$ cat config.mk
export PLATFORM = sky130hd
export DESIGN_NAME = afu_clk_div_mgr_flat
export DESIGN_NICKNAME = d
export VERILOG_FILES = /design/src/rtl/afu_clk_div_mgr_if.sv /design/src/rtl/afu_clk_div_mgr.sv /design/src/flat_wrapper.sv
export SDC_FILE = /design/constraint.sdc
export NUM_CORES = 1
export LEC_CHECK = 0
export CORE_ASPECT_RATIO = 0.75
export CORE_MARGIN = 2
export CORE_UTILIZATION = 59
export CTS_BUF_LIST = sky130_fd_sc_hd__clkbuf_8
export DETAILED_ROUTE_END_ITERATION = 12
export PLACE_DENSITY_LB_ADDON = 0.15
export SYNTH_ARGS = -nofsm -noshare
export SYNTH_HDL_FRONTEND = slang
export SYNTH_SLANG_ARGS = --single-unit
$ cat constraint.sdc
create_clock -name clk -period 3.3 [get_ports clk]
set_input_delay 0.33 -clock clk [delete_from_list [all_inputs] [get_ports clk]]
set_output_delay 0.33 -clock clk [all_outputs]
set_load 0.03 [all_outputs]
$ cat src/rtl/afu_clk_div_mgr_if.sv
// Control and status bundle for the AFU clock-divider manager.
// The master side programs the ratios and watches the divided clocks and lock status.
interface afu_clk_div_mgr_if #(
  parameter int NUM_CH = 2,
  parameter int DIV_W  = 8
);
  logic [NUM_CH*DIV_W-1:0] div_ratio;
  logic                    div_load;
  logic [NUM_CH-1:0]       outclk;
  logic [NUM_CH-1:0]       clk_en;
  logic                    locked;
  logic                    rst_out_n;

  modport master (
    output div_ratio, div_load,
    input  outclk, clk_en, locked, rst_out_n
  );

  modport slave (
    input  div_ratio, div_load,
    output outclk, clk_en, locked, rst_out_n
  );
endinterface

$ cat src/rtl/afu_clk_div_mgr.sv
// Multi-channel clock divider with settle/lock tracking and downstream reset release.
//
// state    | meaning
// ---------+-------------------------------------------------------------
// S_RESET  | internal reset active or just released; channels held clear
// S_SETTLE | dividers running, settle counter counting toward lock
// S_LOCKED | settle window complete; locked = 1
module afu_clk_div_mgr #(
  parameter int NUM_CH          = 2,
  parameter int DIV_W           = 8,
  parameter int DEFAULT_DIV     = 2,
  parameter int LOCK_CYCLES     = 16,
  parameter int RESET_ON_RELOAD = 1
) (
  input  logic               clk,
  input  logic               resetb,
  afu_clk_div_mgr_if.slave   bus
);

  localparam int                CNT_W = $clog2(LOCK_CYCLES + 1);
  localparam logic [CNT_W-1:0]  TERM  = CNT_W'(LOCK_CYCLES - 1);

  typedef enum logic [1:0] {
    S_RESET  = 2'd0,
    S_SETTLE = 2'd1,
    S_LOCKED = 2'd2
  } state_t;

  logic [1:0]        r_sync;
  logic              w_rst_n;
  state_t            r_state;
  logic [CNT_W-1:0]  r_settle;
  logic              r_locked;
  logic              r_rst_out_n;
  logic [DIV_W-1:0]  r_ratio [NUM_CH];
  logic [DIV_W-1:0]  r_cnt   [NUM_CH];
  logic [NUM_CH-1:0] r_outclk;
  logic [NUM_CH-1:0] r_clk_en;
  logic              w_run;
  logic              w_load;

  // Internal reset asserts with resetb and releases two edges later.
  assign w_rst_n = r_sync[1];
  assign w_run   = (r_state != S_RESET);
  assign w_load  = bus.div_load && w_run;

  // Two-flop reset synchroniser, async assert / sync release
  always_ff @(posedge clk or negedge resetb) begin
    if (!resetb) r_sync <= 2'b00;
    else         r_sync <= {r_sync[0], 1'b1};
  end

  // Sequencing FSM with settle counter and registered lock flag
  always_ff @(posedge clk or negedge w_rst_n) begin
    if (!w_rst_n) begin
      r_state  <= S_RESET;
      r_settle <= '0;
      r_locked <= 1'b0;
    end else begin
      case (r_state)
        S_RESET: begin
          r_state  <= S_SETTLE;
          r_settle <= '0;
          r_locked <= 1'b0;
        end
        S_SETTLE: begin
          // A load on the terminal cycle restarts the window instead of locking.
          if (bus.div_load) begin
            r_settle <= '0;
          end else if (r_settle == TERM) begin
            r_state  <= S_LOCKED;
            r_locked <= 1'b1;
          end else begin
            r_settle <= r_settle + CNT_W'(1);
          end
        end
        S_LOCKED: begin
          if (bus.div_load) begin
            r_state  <= S_SETTLE;
            r_settle <= '0;
            r_locked <= 1'b0;
          end
        end
        default: begin
          r_state  <= S_RESET;
          r_settle <= '0;
          r_locked <= 1'b0;
        end
      endcase
    end
  end

  // Downstream reset follows lock, optionally sticky once released
  always_ff @(posedge clk or negedge w_rst_n) begin
    if (!w_rst_n)                  r_rst_out_n <= 1'b0;
    else if (RESET_ON_RELOAD != 0) r_rst_out_n <= r_locked;
    else                           r_rst_out_n <= r_rst_out_n | r_locked;
  end

  // Ratio shadows and per-channel divider counters; a load realigns all phases
  always_ff @(posedge clk or negedge w_rst_n) begin
    if (!w_rst_n) begin
      for (int i = 0; i < NUM_CH; i++) begin
        r_ratio[i] <= DIV_W'(DEFAULT_DIV);
        r_cnt[i]   <= '0;
      end
      r_outclk <= '0;
      r_clk_en <= '0;
    end else if (!w_run || w_load) begin
      for (int i = 0; i < NUM_CH; i++) begin
        r_cnt[i] <= '0;
        if (w_load) r_ratio[i] <= bus.div_ratio[i*DIV_W +: DIV_W];
      end
      r_outclk <= '0;
      r_clk_en <= '0;
    end else begin
      for (int i = 0; i < NUM_CH; i++) begin
        if (r_ratio[i] == '0) begin
          r_cnt[i]    <= '0;
          r_outclk[i] <= 1'b0;
          r_clk_en[i] <= 1'b0;
        end else if (r_cnt[i] == r_ratio[i] - DIV_W'(1)) begin
          r_cnt[i]    <= '0;
          r_clk_en[i] <= 1'b1;
          r_outclk[i] <= ~r_outclk[i];
        end else begin
          r_cnt[i]    <= r_cnt[i] + DIV_W'(1);
          r_clk_en[i] <= 1'b0;
        end
      end
    end
  end

  assign bus.outclk    = r_outclk;
  assign bus.clk_en    = r_clk_en;
  assign bus.locked    = r_locked;
  assign bus.rst_out_n = r_rst_out_n;

endmodule

$ cat src/flat_wrapper.sv
// flat-port wrapper written by rule: the top's interface ports become plain ports
module afu_clk_div_mgr_flat 
#(
  parameter int NUM_CH          = 2,
  parameter int DIV_W           = 8,
  parameter int DEFAULT_DIV     = 2,
  parameter int LOCK_CYCLES     = 16,
  parameter int RESET_ON_RELOAD = 1
)
  (clk, resetb, bus_div_ratio, bus_div_load, bus_outclk, bus_clk_en, bus_locked, bus_rst_out_n);
  afu_clk_div_mgr_if #(.NUM_CH(NUM_CH), .DIV_W(DIV_W)) bus_i ();
  input  logic clk;
  input  logic resetb;
  input wire logic [$bits(bus_i.div_ratio)-1:0] bus_div_ratio;
  input wire logic [$bits(bus_i.div_load)-1:0] bus_div_load;
  output wire logic [$bits(bus_i.outclk)-1:0] bus_outclk;
  output wire logic [$bits(bus_i.clk_en)-1:0] bus_clk_en;
  output wire logic [$bits(bus_i.locked)-1:0] bus_locked;
  output wire logic [$bits(bus_i.rst_out_n)-1:0] bus_rst_out_n;
  assign bus_i.div_ratio = bus_div_ratio;
  assign bus_i.div_load = bus_div_load;
  assign bus_outclk = bus_i.outclk;
  assign bus_clk_en = bus_i.clk_en;
  assign bus_locked = bus_i.locked;
  assign bus_rst_out_n = bus_i.rst_out_n;
  afu_clk_div_mgr #(.NUM_CH(NUM_CH), .DIV_W(DIV_W), .DEFAULT_DIV(DEFAULT_DIV), .LOCK_CYCLES(LOCK_CYCLES), .RESET_ON_RELOAD(RESET_ON_RELOAD)) u_core (.clk(clk), .resetb(resetb), .bus(bus_i));
endmodule
# Yosys cells after proc, flatten, opt, wreduce, memory -nomap -nowiden
# Cells that the tools add are included.
# totals
register_bits	47
input_bits	19
output_inout_bits	6
elab_cells	67
# op_classes
n_eq_ne	9
reduce_logical	12
bitwise_logic	2
addsub	5
muxes	27
# ops
op	n
8-bit 2-to-1 mux	4
8-bit by 1-bit adder with 8-bit output, second input constant	2
8-bit equality test	2
8-bit zero test	2
16-bit 2-to-1 mux	1
8-bit by 1-bit subtractor with 8-bit output, second input constant	2
5-bit 2-to-1 mux	3
1-bit 2-to-1 mux	11
2-bit 2-to-1 mux	5
5-bit one-hot mux with 2 select lines	1
2-bit one-hot mux with 3 select lines	1
3-bit nonzero test	2
5-bit by 1-bit adder with 5-bit output, second input constant	1
5-bit by 4-bit equality test with 1-bit output, second input constant	1
2-bit != test, second input constant	2
2-bit AND reduction	2
3-bit != test, second input constant	1
3-bit AND reduction	1
2-bit by 1-bit equality test with 1-bit output, second input constant	1
2-bit equality test, second input constant	1
2-bit zero test	1
2-bit by 1-bit != test with 1-bit output, second input constant	1
1-bit inverter	2
1-bit one-hot mux with 2 select lines	1
other kinds (4)	4

# Logic depth before layout (Yosys ltp)
# Gate-level depths: netlist (run 1).
# depth
word_depth	5
mapped_depth	8
ltp_nobuf	7

# Worst setup path after synthesis (run 1)
# Ideal clock, no wire load.
# synth_timing
path_kind	flip-flop to flip-flop
start	register u_core.r_ratio[9] (netlist bit)
end	register u_core.r_outclk[0] (netlist: u_core.bus.outclk[0])
period_less_slack_ns	2.083
setup_time_ns	0.079
arrival_ns	2.004
slack_ns	1.217
path_stages_with_launch	8
n_path_buf	0
t_required_ns	3.221
cell_sequence	dfstp_2 > inv_1 > ha_1 > or2b_1 > a21boi_0 > o31ai_1 > nor4_4 > mux2i_1
# synth_via
elab_chain_len	3
elab_cells_between_ends	6
cone_classes	add/sub (1); eq/ne (1); mux (2); reduce/logical (2)
# synth_lines
item	line_no	text
from (decl)	afu_clk_div_mgr.sv:35	logic [DIV_W-1:0] r_ratio [NUM_CH];
from (signal, indexed assignment)	afu_clk_div_mgr.sv:104	r_ratio[i] <= DIV_W'(DEFAULT_DIV);
from (signal, indexed assignment)	afu_clk_div_mgr.sv:112	if (w_load) r_ratio[i] <= bus.div_ratio[i*DIV_W +: DIV_W];
8-bit by 1-bit subtractor with 8-bit output / 8-bit zero test (equally long branches)	afu_clk_div_mgr.sv:122, afu_clk_div_mgr.sv:118	
8-bit equality test / 1-bit 2-to-1 mux (equally long branches)	afu_clk_div_mgr.sv:122, afu_clk_div_mgr.sv:118	
3-bit nonzero test (no source line) / 2-bit 2-to-1 mux (equally long branches)	-	
to (signal, indexed assignment)	afu_clk_div_mgr.sv:125	r_outclk[i] <= ~r_outclk[i];
to (decl)	afu_clk_div_mgr.sv:37	logic [NUM_CH-1:0] r_outclk;
# Several ways; a longest one is shown, not always the timed one.
# A chain may end at the register's enable or synchronous reset.

# Final worst setup path (run 1)
# Same ends and word-level chain as after synthesis.

==> impl_results.rst, run 1 <==
.. list-table::
   :header-rows: 1

   * - Metric
     - Value
   * - Run status
     - complete, no violations
   * - Max cap viols
     - 0
   * - Post-CTS Hold Buffers
     - 0
   * - Footprint of the multi-input gates
     - approximately 1300 µm²
   * - Clock network fraction of total power
     - 33.9%
   * - Crit. End Element
     - flop
   * - XOR/XNOR share of the synthesized area
     - between 10% and 20%
   * - Sequential cell area
     - between 1000 and 1500 µm²
   * - Final routed wirelength across all metal layers
     - 4630 µm
   * - Most frequent cells in the layout
     - 43 x sky130_fd_sc_hd__dfrtp_1, 24 x sky130_fd_sc_hd__clkdlybuf4s50_1, 20 x sky130_fd_sc_hd__nor2_1
   * - Multiplexer area fraction after synthesis
     - 8.60%
   * - Number of buffer and inverter stages on the critical path
     - 1
   * - Inserted Clock Buffers
     - 5
   * - Final count of pins violating max slew
     - 0
   * - Die footprint
     - about 4700 µm²
   * - Htree depth
     - 2
   * - Number of buffers on the longest clock path
     - 2
   * - Initial core utilization
     - around three fifths
   * - Latest clock arrival within the worst-skew pair
     - between 0.2 and 0.3 ns
   * - Element type at the critical path start
     - flop
   * - I/O pin cnt
     - 25
   * - CTS tree
     - built
   * - Yosys reg bits
     - 46
   * - Sequential group share of total power
     - between 50% and 60%
   * - Distinct cell type count after synthesis
     - 47
   * - Max rail drop VDD
     - about 0.31 mV
   * - Worst path slowest cell
     - sky130_fd_sc_hd__nor4_4
   * - Transition at the pin with the smallest max-transition slack
     - 0.945 ns
   * - Area grow syn2layout
     - 16.6%
   * - Critical Path Fanout Max
     - 10
   * - FF-to-FF setup slack
     - 0.88 ns
   * - Post-synthesis instance area
     - ~2500 µm²
   * - Synth Area in Compound Gates
     - roughly 6.5%
   * - Classification of the worst-slack hold path
     - primary input to asynchronous set/reset pin
   * - Setup Viol. Count Final
     - 0
   * - Global-route wire length before repair
     - a little under 8000 µm
   * - Power Dens Cells
     - roughly 440 nW/µm²
   * - Chip Height
     - roughly 60 µm
   * - Count of fill cells added during filler insertion
     - 296
   * - Setup repair after global routing missed its margin
     - false
   * - Nets@finish
     - 282
   * - DRC violation count after routing
     - 0
   * - First DRT Iteration DRCs
     - 65
   * - Number of inserted diodes
     - 0
   * - Total nets after synthesis
     - 255
   * - Most frequent standard cell in the layout excluding fill and tap cells
     - sky130_fd_sc_hd__dfrtp_1
   * - Number of antenna violations at the first check in global routing
     - 0
   * - Relative slew slack
     - a little under two fifths
   * - Drt via density
     - 5.42
   * - Hold Fails Final Rpt
     - 0
   * - Part of the total power dissipated in combinational logic
     - ~14%
   * - Share of synthesized flip-flops with an asynchronous set or reset
     - 100%
   * - YS warnings
     - 0
   * - F_max
     - about 410 MHz
   * - Startpoint-to-endpoint class of the critical path
     - flop to flop
   * - Sequential area share after synthesis
     - a little under half
   * - HPWL after DPL
     - 3240 µm
   * - Pre-CTS worst setup slack
     - 0.939 ns
   * - Via count of the first global-routing pass
     - roughly 1,700
   * - Post-route fraction of the period consumed by the critical path
     - 73.2%
   * - Worst Path Arrival
     - roughly 2.6 ns
   * - Family with the most delay on the worst path
     - simple AND/OR/NAND/NOR gates
   * - Vias
     - about 1,700
   * - Clock slew at reported path FFs
     - 0.09 ns
   * - Data required time of the worst path
     - approximately 3.5 ns
   * - Worst Clk Skew
     - about 0.010 ns
   * - Total of cells resized after clock tree synthesis
     - 0
   * - Number of port buffers
     - 24
   * - Final estimated routing congestion in global placement
     - a little over 0.8
   * - Main combinational cell family by area after synthesis
     - simple AND/OR/NAND/NOR gates
   * - Area share of fa/ha/maj cells after synthesis
     - ~4%
   * - Share of final-layout standard cells stronger than drive strength 1
     - around 14%
   * - Worst setup margin
     - 0.884 ns
   * - Synthesized instance count
     - 228
   * - Simple-Gate Fraction of Synth Area
     - roughly 19%
   * - CP max stage delay
     - between 0.5 and 0.6 ns
   * - Total routing resource utilization after global routing
     - between 20 and 25%
   * - Post-CTS setup-driven buffer insertion count
     - 0
   * - Post-synth top flop
     - sky130_fd_sc_hd__dfrtp_1
   * - Clock tree root buffer cell
     - sky130_fd_sc_hd__clkbuf_8
   * - Number of nets still failing antenna checks after routing
     - 0
   * - Pin count of the biggest net entering global routing
     - 45
   * - Cell internal power dissipation
     - approximately 940 µW
   * - Num rows
     - 20
   * - Number of optimization iterations in the first detailed-route pass
     - 4
   * - Core Footprint
     - 4030 µm²
   * - Final critical path time including I/O delays and setup
     - 2.42 ns
   * - Total grt overflow
     - 0
   * - Die width
     - approximately 79 µm
   * - Net switching fraction of the power
     - about a quarter
   * - Clock sink total
     - 46
   * - Average detailed-routed wire length per instance
     - about 15 µm
   * - Critical Path, Cell by Cell
     - inv_1 > ha_1 > or2b_1 > a21boi_0 > o31ai_1 > nor4_4 > mux2i_1
   * - Static power due to leakage
     - about 0.0012 µW
   * - Net switching power
     - between 300 and 400 µW
   * - Total negative slack
     - 0 ns
   * - Post-Synthesis Mean Instance Area
     - approximately 11 µm²
   * - Number of flops mapped to enable cells by yosys
     - 0
synth_stat cells, types with 3 or more instances:
master / instances / area, µm²
sky130_fd_sc_hd__inv_1: 7 / 26.3
sky130_fd_sc_hd__and3_1: 6 / 37.5
sky130_fd_sc_hd__nor3_1: 12 / 60.1
sky130_fd_sc_hd__nand2_1: 9 / 33.8
sky130_fd_sc_hd__nand3_1: 8 / 40.0
sky130_fd_sc_hd__ha_1: 8 / 100
sky130_fd_sc_hd__nand4_1: 3 / 18.8
sky130_fd_sc_hd__mux2_2: 17 / 191
sky130_fd_sc_hd__a21oi_1: 6 / 30.0
sky130_fd_sc_hd__a22oi_1: 4 / 30.0
sky130_fd_sc_hd__nand2b_1: 4 / 25.0
sky130_fd_sc_hd__xor2_1: 16 / 140
sky130_fd_sc_hd__dfrtp_1: 44 / 1100
sky130_fd_sc_hd__clkbuf_1: 4 / 15.0
sky130_fd_sc_hd__nor2b_1: 5 / 31.3
sky130_fd_sc_hd__nor2_1: 20 / 75.1
sky130_fd_sc_hd__xnor2_1: 18 / 158
logic make-up after synthesis:
family / Yosys count
AOI/OAI and AO/OA: 23
muxes: 19
DFF: 46
other: 1
and+or+nand+nor: 85
xor gates and xnor gates: 34
buffers and inverters: 12
adders and majority gates: 8
power by group through the flow:
stage               Sequential, µW  Clock, µW  Combinational (µW)
finish                         652        425                 176
global route                   661        459                 193
CTS                            652        437                 177
detailed placement             663          0                 174
global placement               662          0                 170
floorplan                      649          0                 132
registers in the layout, summed over array words and instances, names as in the netlist:
register	count
u_core.r_cnt	16
u_core.r_ratio	16
u_core.r_settle	5
u_core.bus.clk_en	2
u_core.bus.outclk	2
u_core.r_state	2
u_core.r_sync	2
u_core.bus.rst_out_n	1
final cells by class:
| cell class | count | share of cell area, % |
|---|---|---|
| clock inverter | 2 | 1.18 |
| inverter | 7 | 0.917 |
| timing repair buffer | 25 | 8.64 |
| clock buffer | 6 | 2.88 |
| sequential | 46 | 40.3 |
| multi-input combinational | 170 | 43.7 |
| tap | 55 | 2.40 |
metal layers:
layer / track usage [%] / wire, µm / part of all wire (%)
met1: 32.8 / 2380 / 51
met2: 33.1 / 2100 / 45
met3: 5.14 / 119 / 2.6
met4: 6.52 / 28 / 0.60
met5: 0 / 0 / 0
worst paths after layout:
check | start | endpoint | depth (start not counted)
worst max-delay path | u_core.r_ratio[9] | u_core.bus.outclk[0] | 7
worst min-delay path | resetb | u_core.r_sync[0] | 1
worst max register to register | u_core.r_ratio[9] | u_core.bus.outclk[0] | 7
worst min register to register | u_core.r_sync[0] | u_core.r_sync[1] | 0
max in group asynchronous | u_core.r_sync[1] | u_core.bus.clk_en[1] | 0
min in group clk | u_core.r_sync[0] | u_core.r_sync[1] | 0
stage by stage:
stage | hold WS, ns | cells | util, % | cell area, µm² | power [µW]
floorplan | 0.0344 | 228 | - | 2460 | 781
global placement | 0.335 | 303 | 68.3 | 2750 | 832
detailed placement | 0.353 | 303 | 68.3 | 2750 | 837
CTS | 0.189 | 311 | 71.1 | 2870 | 1270
global route | 0.178 | 311 | 71.1 | 2870 | 1310
finish | 0.196 | 311 | 71.1 | 2870 | 1250
(Power assumes the default switching activity.)
==> run 2, diff against run 1 <==
==> constraint.sdc (replaced) <==
create_clock -name clk -period 2.5 [get_ports clk]
set_input_delay 0.25 -clock clk [delete_from_list [all_inputs] [get_ports clk]]
set_output_delay 0.25 -clock clk [all_outputs]
set_load 0.03 [all_outputs]
==> run 2 against run 1 <==
Non-clock buffer count grew 3; maximum frequency increased by 7.4%; clock skew rose by 0.0017 ns; sequential cell count stayed put; clock power grew 25%; critical endpoint unchanged.
==> impl_results.rst, run 2 (synthesized netlist as in run 1, its figures left out) <==
.. list-table::
   :header-rows: 1

   * - Metric
     - Value
   * - Run status
     - complete, no violations (unchanged)
   * - HPWL after DPL
     - 3140 µm (was 3240 µm)
   * - Net switching power
     - 416 µW (was 314 µW)
   * - Classification of the worst-slack hold path
     - primary input to asynchronous set/reset pin (unchanged)
   * - Final critical path time including I/O delays and setup
     - 2.25 ns (was 2.42 ns)
   * - Net switching fraction of the power
     - 25.6% (was 25.1%)
   * - Clock slew at reported path FFs
     - 0.08 ns (was 0.09 ns)
   * - Core Footprint
     - 4030 µm² (unchanged)
   * - Critical Path Fanout Max
     - 10 (unchanged)
   * - Most frequent standard cell in the layout excluding fill and tap cells
     - sky130_fd_sc_hd__dfrtp_1 (unchanged)
   * - Inserted Clock Buffers
     - 5 (unchanged)
   * - Number of optimization iterations in the first detailed-route pass
     - 4 (unchanged)
   * - Critical Path, Cell by Cell
     - inv_1 > ha_1 > or2b_1 > a21boi_0 > o31ai_1 > nor4_4 > buf_4 > mux2i_1 (was inv_1 > ha_1 > or2b_1 > a21boi_0 > o31ai_1 > nor4_4 > mux2i_1)
   * - Transition at the pin with the smallest max-transition slack
     - 0.938 ns (was 0.945 ns)
   * - Pin count of the biggest net entering global routing
     - 45 (unchanged)
   * - Setup repair after global routing missed its margin
     - false (unchanged)
   * - Design Power
     - 1630 µW (was 1250 µW)
   * - Power Dens Cells
     - 565 nW/µm² (was 437 nW/µm²)
   * - Die width
     - 78.5 µm (unchanged)
   * - Final estimated routing congestion in global placement
     - 0.796 (was 0.814)
   * - F_max
     - 445 MHz (was 414 MHz)
   * - Share of final-layout standard cells stronger than drive strength 1
     - 14.7% (was 14.1%)
   * - Max cap viols
     - 0 (unchanged)
   * - Global-route wire length before repair
     - 7870 µm (was 7860 µm)
   * - Die footprint
     - 4700 µm² (unchanged)
   * - Startpoint-to-endpoint class of the critical path
     - flop to flop (unchanged)
   * - Relative slew slack
     - 37.4% (was 37.0%)
   * - Part of the total power dissipated in combinational logic
     - 14.3% (was 14.0%)
   * - Total routing resource utilization after global routing
     - 22.0% (was 22.2%)
   * - Pre-CTS worst setup slack
     - 0.283 ns (was 0.939 ns)
   * - Startpoint of the worst-slack reg-to-reg timing path
     - u_core.r_ratio[9] (unchanged)
   * - Post-CTS Hold Buffers
     - 0 (unchanged)
   * - Family with the most delay on the worst path
     - flip-flops (was simple AND/OR/NAND/NOR gates)
   * - Final count of pins violating max slew
     - 0 (unchanged)
   * - Cell internal power dissipation
     - 1210 µW (was 938 µW)
   * - Worst hold slack
     - 0.108 ns (was 0.196 ns)
   * - Worst Clk Skew
     - 0.0121 ns (was 0.0104 ns)
   * - Clock network fraction of total power
     - 32.7% (was 33.9%)
   * - First DRT Iteration DRCs
     - 108 (was 65)
   * - Most frequent cells in the layout
     - 43 x sky130_fd_sc_hd__dfrtp_1, 24 x sky130_fd_sc_hd__clkdlybuf4s50_1, 20 x sky130_fd_sc_hd__nor2_1 (unchanged)
   * - Vias
     - 1,730 (was 1,686)
   * - Finished Core Util
     - 71.5% (was 71.1%)
   * - Num rows
     - 20 (unchanged)
   * - CP max stage delay
     - 0.57 ns (was 0.59 ns)
   * - Data required time of the worst path
     - 2.72 ns (was 3.52 ns)
   * - Initial core utilization
     - 61.0% (unchanged)
   * - Regs by FF count
     - u_core.r_cnt x16, u_core.r_ratio x16, u_core.r_settle x5 (unchanged)
   * - Total negative slack
     - 0 ns (unchanged)
   * - Latest clock arrival within the worst-skew pair
     - 0.30 ns (was 0.29 ns)
   * - Clock tree root buffer cell
     - sky130_fd_sc_hd__clkbuf_8 (unchanged)
   * - Number of inserted diodes
     - 0 (unchanged)
   * - Max rail drop VDD
     - 0.340 mV (was 0.311 mV)
   * - Average detailed-routed wire length per instance
     - 14.4 µm (was 14.9 µm)
   * - CTS tree
     - built (unchanged)
   * - Number of port buffers
     - 24 (unchanged)
   * - FF-to-FF setup slack
     - 0.25 ns (was 0.88 ns)
   * - Element type at the critical path start
     - flop (unchanged)
   * - Number of buffer and inverter stages on the critical path
     - 2 (was 1)
   * - Htree depth
     - 2 (unchanged)
   * - Post-CTS setup-driven buffer insertion count
     - 0 (unchanged)
   * - DRC violation count after routing
     - 0 (unchanged)
   * - Chip Height
     - 59.9 µm (unchanged)
   * - R2R Path End
     - u_core.bus.outclk[0] (unchanged)
   * - Final routed wirelength across all metal layers
     - 4530 µm (was 4630 µm)
   * - Worst setup margin
     - 0.251 ns (was 0.884 ns)
   * - Static power due to leakage
     - 0.00123 µW (was 0.00122 µW)
   * - Total grt overflow
     - 0 (unchanged)
   * - Nets@finish
     - 285 (was 282)
   * - Number of antenna violations at the first check in global routing
     - 0 (unchanged)
   * - Sequential group share of total power
     - 53.0% (was 52.0%)
   * - Hold Fails Final Rpt
     - 0 (unchanged)
   * - Drt via density
     - 5.51 (was 5.42)
   * - I/O pin cnt
     - 25 (unchanged)
   * - Area grow syn2layout
     - 17.1% (was 16.6%)
   * - Number of nets still failing antenna checks after routing
     - 0 (unchanged)
   * - Post-route fraction of the period consumed by the critical path
     - 89.9% (was 73.2%)
   * - Cell count of the worst reg-to-reg path
     - 8 (was 7)
   * - Worst Path Arrival
     - 2.47 ns (was 2.64 ns)
   * - Setup Viol. Count Final
     - 0 (unchanged)
   * - Worst path slowest cell
     - sky130_fd_sc_hd__dfstp_2 (was sky130_fd_sc_hd__nor4_4)
   * - Crit. End Element
     - flop (unchanged)
   * - Total of cells resized after clock tree synthesis
     - 0 (unchanged)
   * - Via count of the first global-routing pass
     - 1,702 (was 1,655)
   * - Number of buffers on the longest clock path
     - 2 (unchanged)
   * - Count of fill cells added during filler insertion
     - 292 (was 296)
   * - Clock sink total
     - 46 (unchanged)
run 2: cell types whose count changed in the layout (fill, tap and decap cells not counted), sizes merged:
cell | previous run | this run
buf | 1 | 4
clkbuf | 6 | 5
inv | 8 | 9
run 2: cell type report:
class	instances	area, µm²	share of cell area (%)
Clock buffer	5	68.8	2.39
Clock inverter	3	37.5	1.30
Inverter	7	26.3	0.913
Multi-Input combinational cell	170	1250	43.5
Sequential cell	46	1150	40.1
Tap cell	55	68.8	2.39
Timing Repair Buffer	28	270	9.39
run 2: routing by layer:
metal / share of wire, % / wire [µm] / global-route usage (%) / vias up
met5: 0 / 0 / 0 / -
met4: 1.1 / 51 / 6.02 / 0
met3: 4.5 / 202 / 5.14 / 6
met2: 44 / 1980 / 33.0 / 33
met1: 51 / 2290 / 32.4 / 836
li1: - / - / - / 855
run 2: worst max-delay path by stage:
stage | startpoint | end | slack [ns] | cells past startpoint
2_1_floorplan | u_core.r_ratio[9] | u_core.bus.outclk[0] | 0.42 | 7
3_3_place_gp | u_core.r_ratio[9] | u_core.bus.outclk[0] | 0.43 | 8
3_5_place_dp | u_core.r_ratio[9] | u_core.bus.outclk[0] | 0.28 | 8
4_1_cts | u_core.r_ratio[9] | u_core.bus.outclk[0] | 0.24 | 8
5_1_grt | u_core.r_ratio[9] | u_core.bus.outclk[0] | 0.09 | 8
6_report | u_core.r_ratio[9] | u_core.bus.outclk[0] | 0.25 | 8
run 2: power by group through the flow:
stage | Combinational [µW] | Sequential, µW | Clock [µW]
5_1_grt | 262 | 874 | 577
4_1_cts | 235 | 862 | 547
2_1_floorplan | 175 | 857 | 0
3_3_place_gp | 226 | 875 | 0
6_report | 233 | 862 | 531
3_5_place_dp | 232 | 877 | 0
run 2: per-stage QoR:
step	std cells	area, µm²
after floorplan	228	2460
after global placement	306	2770
after detailed placement	306	2770
after CTS	314	2880
after global routing	314	2880
final	314	2880
run 2: worst register-to-register path, cell delays in order, from the launching register on:
cell and delay (ns):
sky130_fd_sc_hd__dfstp_2 0.57, sky130_fd_sc_hd__inv_1 0.06, sky130_fd_sc_hd__ha_1 0.25, sky130_fd_sc_hd__or2b_1 0.25, sky130_fd_sc_hd__a21boi_0 0.21, sky130_fd_sc_hd__o31ai_1 0.15
sky130_fd_sc_hd__nor4_4 0.28, sky130_fd_sc_hd__buf_4 0.21, sky130_fd_sc_hd__mux2i_1 0.20
==> run 3, diff against run 2 <==
--- a/config.mk
+++ b/config.mk
@@ -10,6 +10,7 @@
 export CORE_UTILIZATION = 59
 export CTS_BUF_LIST = sky130_fd_sc_hd__clkbuf_8
 export DETAILED_ROUTE_END_ITERATION = 12
+export DONT_BUFFER_PORTS = 1
 export PLACE_DENSITY_LB_ADDON = 0.15
 export SYNTH_ARGS = -nofsm -noshare
 export SYNTH_HDL_FRONTEND = slang
==> run 3 against run 2 <==
Cell count fell by 7.0%; global-route usage decreased by 0.40 points; total power shrank 5.5%; combinational power down 11%; utilization decreased by 5.7 points; sequential power barely moved; final area shrank 8.0%; clock skew shrank 0.0045 ns; worst hold slack got worse by 0.087 ns; critical path type unchanged; critical endpoint unchanged; largest cell class unchanged.
==> impl_results.rst, run 3 (synthesized netlist as in run 1, its figures left out) <==
.. list-table::
   :header-rows: 1

   * - Metric
     - Value
   * - Run status
     - complete, no violations (unchanged)
   * - Number of optimization iterations in the first detailed-route pass
     - 4 (unchanged)
   * - Inserted Clock Buffers
     - 5 (unchanged)
   * - Die footprint
     - 4700 µm² (unchanged)
   * - First DRT Iteration DRCs
     - 75 (was 108)
   * - Worst setup margin
     - 0.239 ns (was 0.251 ns)
   * - Share of final-layout standard cells stronger than drive strength 1
     - 16.5% (was 14.7%)
   * - Num rows
     - 20 (unchanged)
   * - Count of fill cells added during filler insertion
     - 311 (was 292)
   * - I/O pin cnt
     - 25 (unchanged)
   * - Total grt overflow
     - 0 (unchanged)
   * - Number of nets still failing antenna checks after routing
     - 0 (unchanged)
   * - Final count of pins violating max slew
     - 0 (unchanged)
   * - Element type at the critical path start
     - flop (unchanged)
   * - Family with the most delay on the worst path
     - simple AND/OR/NAND/NOR gates (was flip-flops)
   * - Number of buffer and inverter stages on the critical path
     - 0 (was 2)
   * - Hold Crit Depth
     - 1
   * - Initial core utilization
     - 61.0% (unchanged)
   * - Regs by FF count
     - u_core.r_cnt x16, u_core.r_ratio x16, u_core.r_settle x5 (unchanged)
   * - Min-delay src
     - bus_div_load
   * - Final std cells w/o fill
     - 292 (was 314)
   * - F_max
     - 442 MHz (was 445 MHz)
   * - Startpoint-to-endpoint class of the critical path
     - flop to flop (unchanged)
   * - Vias
     - 1,649 (was 1,730)
   * - Latest clock arrival within the worst-skew pair
     - 0.29 ns (was 0.30 ns)
   * - Clock sink total
     - 46 (unchanged)
   * - Number of buffers on the longest clock path
     - 2 (unchanged)
   * - DRC violation count after routing
     - 0 (unchanged)
   * - Number of port buffers
     - 0 (was 24)
   * - Final non-filler cell area
     - 2650 µm² (was 2880 µm²)
   * - Pin count of the biggest net entering global routing
     - 45 (unchanged)
   * - Worst Path Arrival
     - 2.48 ns (was 2.47 ns)
   * - Startpoint of the worst-slack reg-to-reg timing path
     - u_core.r_ratio[10] (was u_core.r_ratio[9])
   * - Htree depth
     - 2 (unchanged)
   * - Core Footprint
     - 4030 µm² (unchanged)
   * - Area grow syn2layout
     - 7.79% (was 17.1%)
   * - Most frequent standard cell in the layout excluding fill and tap cells
     - sky130_fd_sc_hd__dfrtp_1 (unchanged)
   * - CTS tree
     - built (unchanged)
   * - HPWL after DPL
     - 3320 µm (was 3140 µm)
   * - Relative slew slack
     - 38.2% (was 37.4%)
   * - Total of cells resized after clock tree synthesis
     - 0 (unchanged)
   * - Cell count of the worst reg-to-reg path
     - 5 (was 8)
   * - Capture endpoint of the worst hold path
     - u_core.r_settle[3]
   * - Classification of the worst-slack hold path
     - primary input to flop (was primary input to asynchronous set/reset pin)
   * - Number of inserted diodes
     - 0 (unchanged)
   * - Clock slew at reported path FFs
     - 0.09 ns (was 0.08 ns)
   * - Die width
     - 78.5 µm (unchanged)
   * - Total negative slack
     - 0 ns (unchanged)
   * - Final routed wirelength across all metal layers
     - 4530 µm (about the same)
   * - Average detailed-routed wire length per instance
     - 15.5 µm (was 14.4 µm)
   * - Transition at the pin with the smallest max-transition slack
     - 0.927 ns (was 0.938 ns)
   * - Number of antenna violations at the first check in global routing
     - 0 (unchanged)
   * - Post-route fraction of the period consumed by the critical path
     - 90.5% (was 89.9%)
   * - Total instance count after detailed placement
     - 281 (was 306)
   * - CP max stage delay
     - 0.60 ns (was 0.57 ns)
   * - Max rail drop VDD
     - 0.320 mV (was 0.340 mV)
   * - Pre-CTS worst setup slack
     - 0.158 ns (was 0.283 ns)
   * - Total routing resource utilization after global routing
     - 21.6% (was 22.0%)
   * - Most frequent cells in the layout
     - 43 x sky130_fd_sc_hd__dfrtp_1, 20 x sky130_fd_sc_hd__nor2_1, 18 x sky130_fd_sc_hd__xnor2_1 (was 43 x sky130_fd_sc_hd__dfrtp_1, 24 x sky130_fd_sc_hd__clkdlybuf4s50_1, 20 x sky130_fd_sc_hd__nor2_1)
   * - Chip Height
     - 59.9 µm (unchanged)
   * - Via count of the first global-routing pass
     - 1,640 (was 1,702)
   * - Nets@finish
     - 263 (was 285)
   * - Worst path slowest cell
     - sky130_fd_sc_hd__nor4_4 (was sky130_fd_sc_hd__dfstp_2)
   * - Global-route wire length before repair
     - 7820 µm (was 7870 µm)
   * - Data required time of the worst path
     - 2.72 ns (about the same)
   * - Setup Viol. Count Final
     - 0 (unchanged)
   * - R2R Path End
     - u_core.bus.outclk[0] (unchanged)
   * - Critical Path Fanout Max
     - 10 (unchanged)
   * - Final critical path time including I/O delays and setup
     - 2.26 ns (was 2.25 ns)
   * - Power Dens Cells
     - 580 nW/µm² (was 565 nW/µm²)
   * - Clock tree root buffer cell
     - sky130_fd_sc_hd__clkbuf_8 (unchanged)
   * - Hold Fails Final Rpt
     - 0 (unchanged)
   * - Critical Path, Cell by Cell
     - nor4_2 > and3_1 > o2111ai_1 > nor4_4 > mux2i_1 (was inv_1 > ha_1 > or2b_1 > a21boi_0 > o31ai_1 > nor4_4 > buf_4 > mux2i_1)
   * - Setup repair after global routing missed its margin
     - false (unchanged)
   * - Final estimated routing congestion in global placement
     - 0.794 (was 0.796)
   * - FF-to-FF setup slack
     - 0.24 ns (was 0.25 ns)
   * - Static power due to leakage
     - 0.00114 µW (was 0.00123 µW)
   * - Drt via density
     - 5.65 (was 5.51)
   * - Crit. End Element
     - flop (unchanged)
   * - Post-Place Cell Area
     - 2520 µm² (was 2770 µm²)
   * - Max cap viols
     - 0 (unchanged)
   * - Worst Clk Skew
     - 0.00759 ns (was 0.0121 ns)
[run 3: changes by cell type in the layout (fill, tap and decap cells not counted)]
cell,before,now
sky130_fd_sc_hd__clkdlybuf4s50_1,24,0
sky130_fd_sc_hd__dlygate4sd3_1,0,3
sky130_fd_sc_hd__inv_1,9,7
sky130_fd_sc_hd__buf_4,4,3
sky130_fd_sc_hd__bufinv_16,1,0
sky130_fd_sc_hd__clkbuf_8,5,6
sky130_fd_sc_hd__clkinv_2,0,1
sky130_fd_sc_hd__clkinvlp_4,0,1
[run 3: layer usage]
layer  vias to the layer above  GRT usage (%)  part of all wire (%)
li1                        808              -                     -
met4                         0           5.26                  0.40
met2                        21           35.9                    48
met5                         -              0                     0
met3                         2           4.23                   2.8
met1                       818           29.7                    49
[run 3: report_power, final]
| group | internal, µW | switching (µW) | leakage (µW) |
|---|---|---|---|
| clock network | 222 | 244 | 0.0000472 |
| logic | 109 | 97.5 | 0.000503 |
| registers | 789 | 75.2 | 0.000585 |
[run 3: cell type report]
| cell class | instances | area (µm²) | area share, % |
|---|---|---|---|
| multi-input cells | 170 | 1250 | 47.3 |
| clock inverters | 2 | 12.5 | 0.472 |
| well taps | 55 | 68.8 | 2.60 |
| repair buffers | 6 | 52.6 | 1.98 |
| clock buffers | 6 | 82.6 | 3.12 |
| inverters | 7 | 26.3 | 0.992 |
| flip-flops and latches | 46 | 1150 | 43.6 |
[run 3: timing repair]
item	4_1_cts	5_1_grt
endpoints found under the hold margin	5	1
hold buffers	2	1
endpoints found under the setup margin	0	2
buffers inserted	0	0
[run 3: per-stage QoR]
stage | utilization [%] | hold slack, ns | total power [µW]
4_1_cts | 65.5 | 0.000950 | 1560
3_3_place_gp | 62.7 | -0.0456 | 1060
2_1_floorplan | - | -0.0456 | 1030
3_5_place_dp | 62.7 | -0.0455 | 1080
6_report | 65.8 | 0.0209 | 1540
5_1_grt | 65.8 | 0.00605 | 1620
[run 3: worst max path at each step]
stage | startpoint | endpoint | cells past startpoint
after floorplan | u_core.r_ratio[9] | u_core.bus.outclk[0] | 7
after global placement | u_core.r_ratio[9] | u_core.bus.outclk[0] | 7
after detailed placement | u_core.r_ratio[9] | u_core.bus.outclk[0] | 7
after CTS | u_core.r_ratio[9] | u_core.bus.outclk[0] | 7
after global routing | u_core.r_ratio[10] | u_core.bus.outclk[0] | 5
final | u_core.r_ratio[10] | u_core.bus.outclk[0] | 5
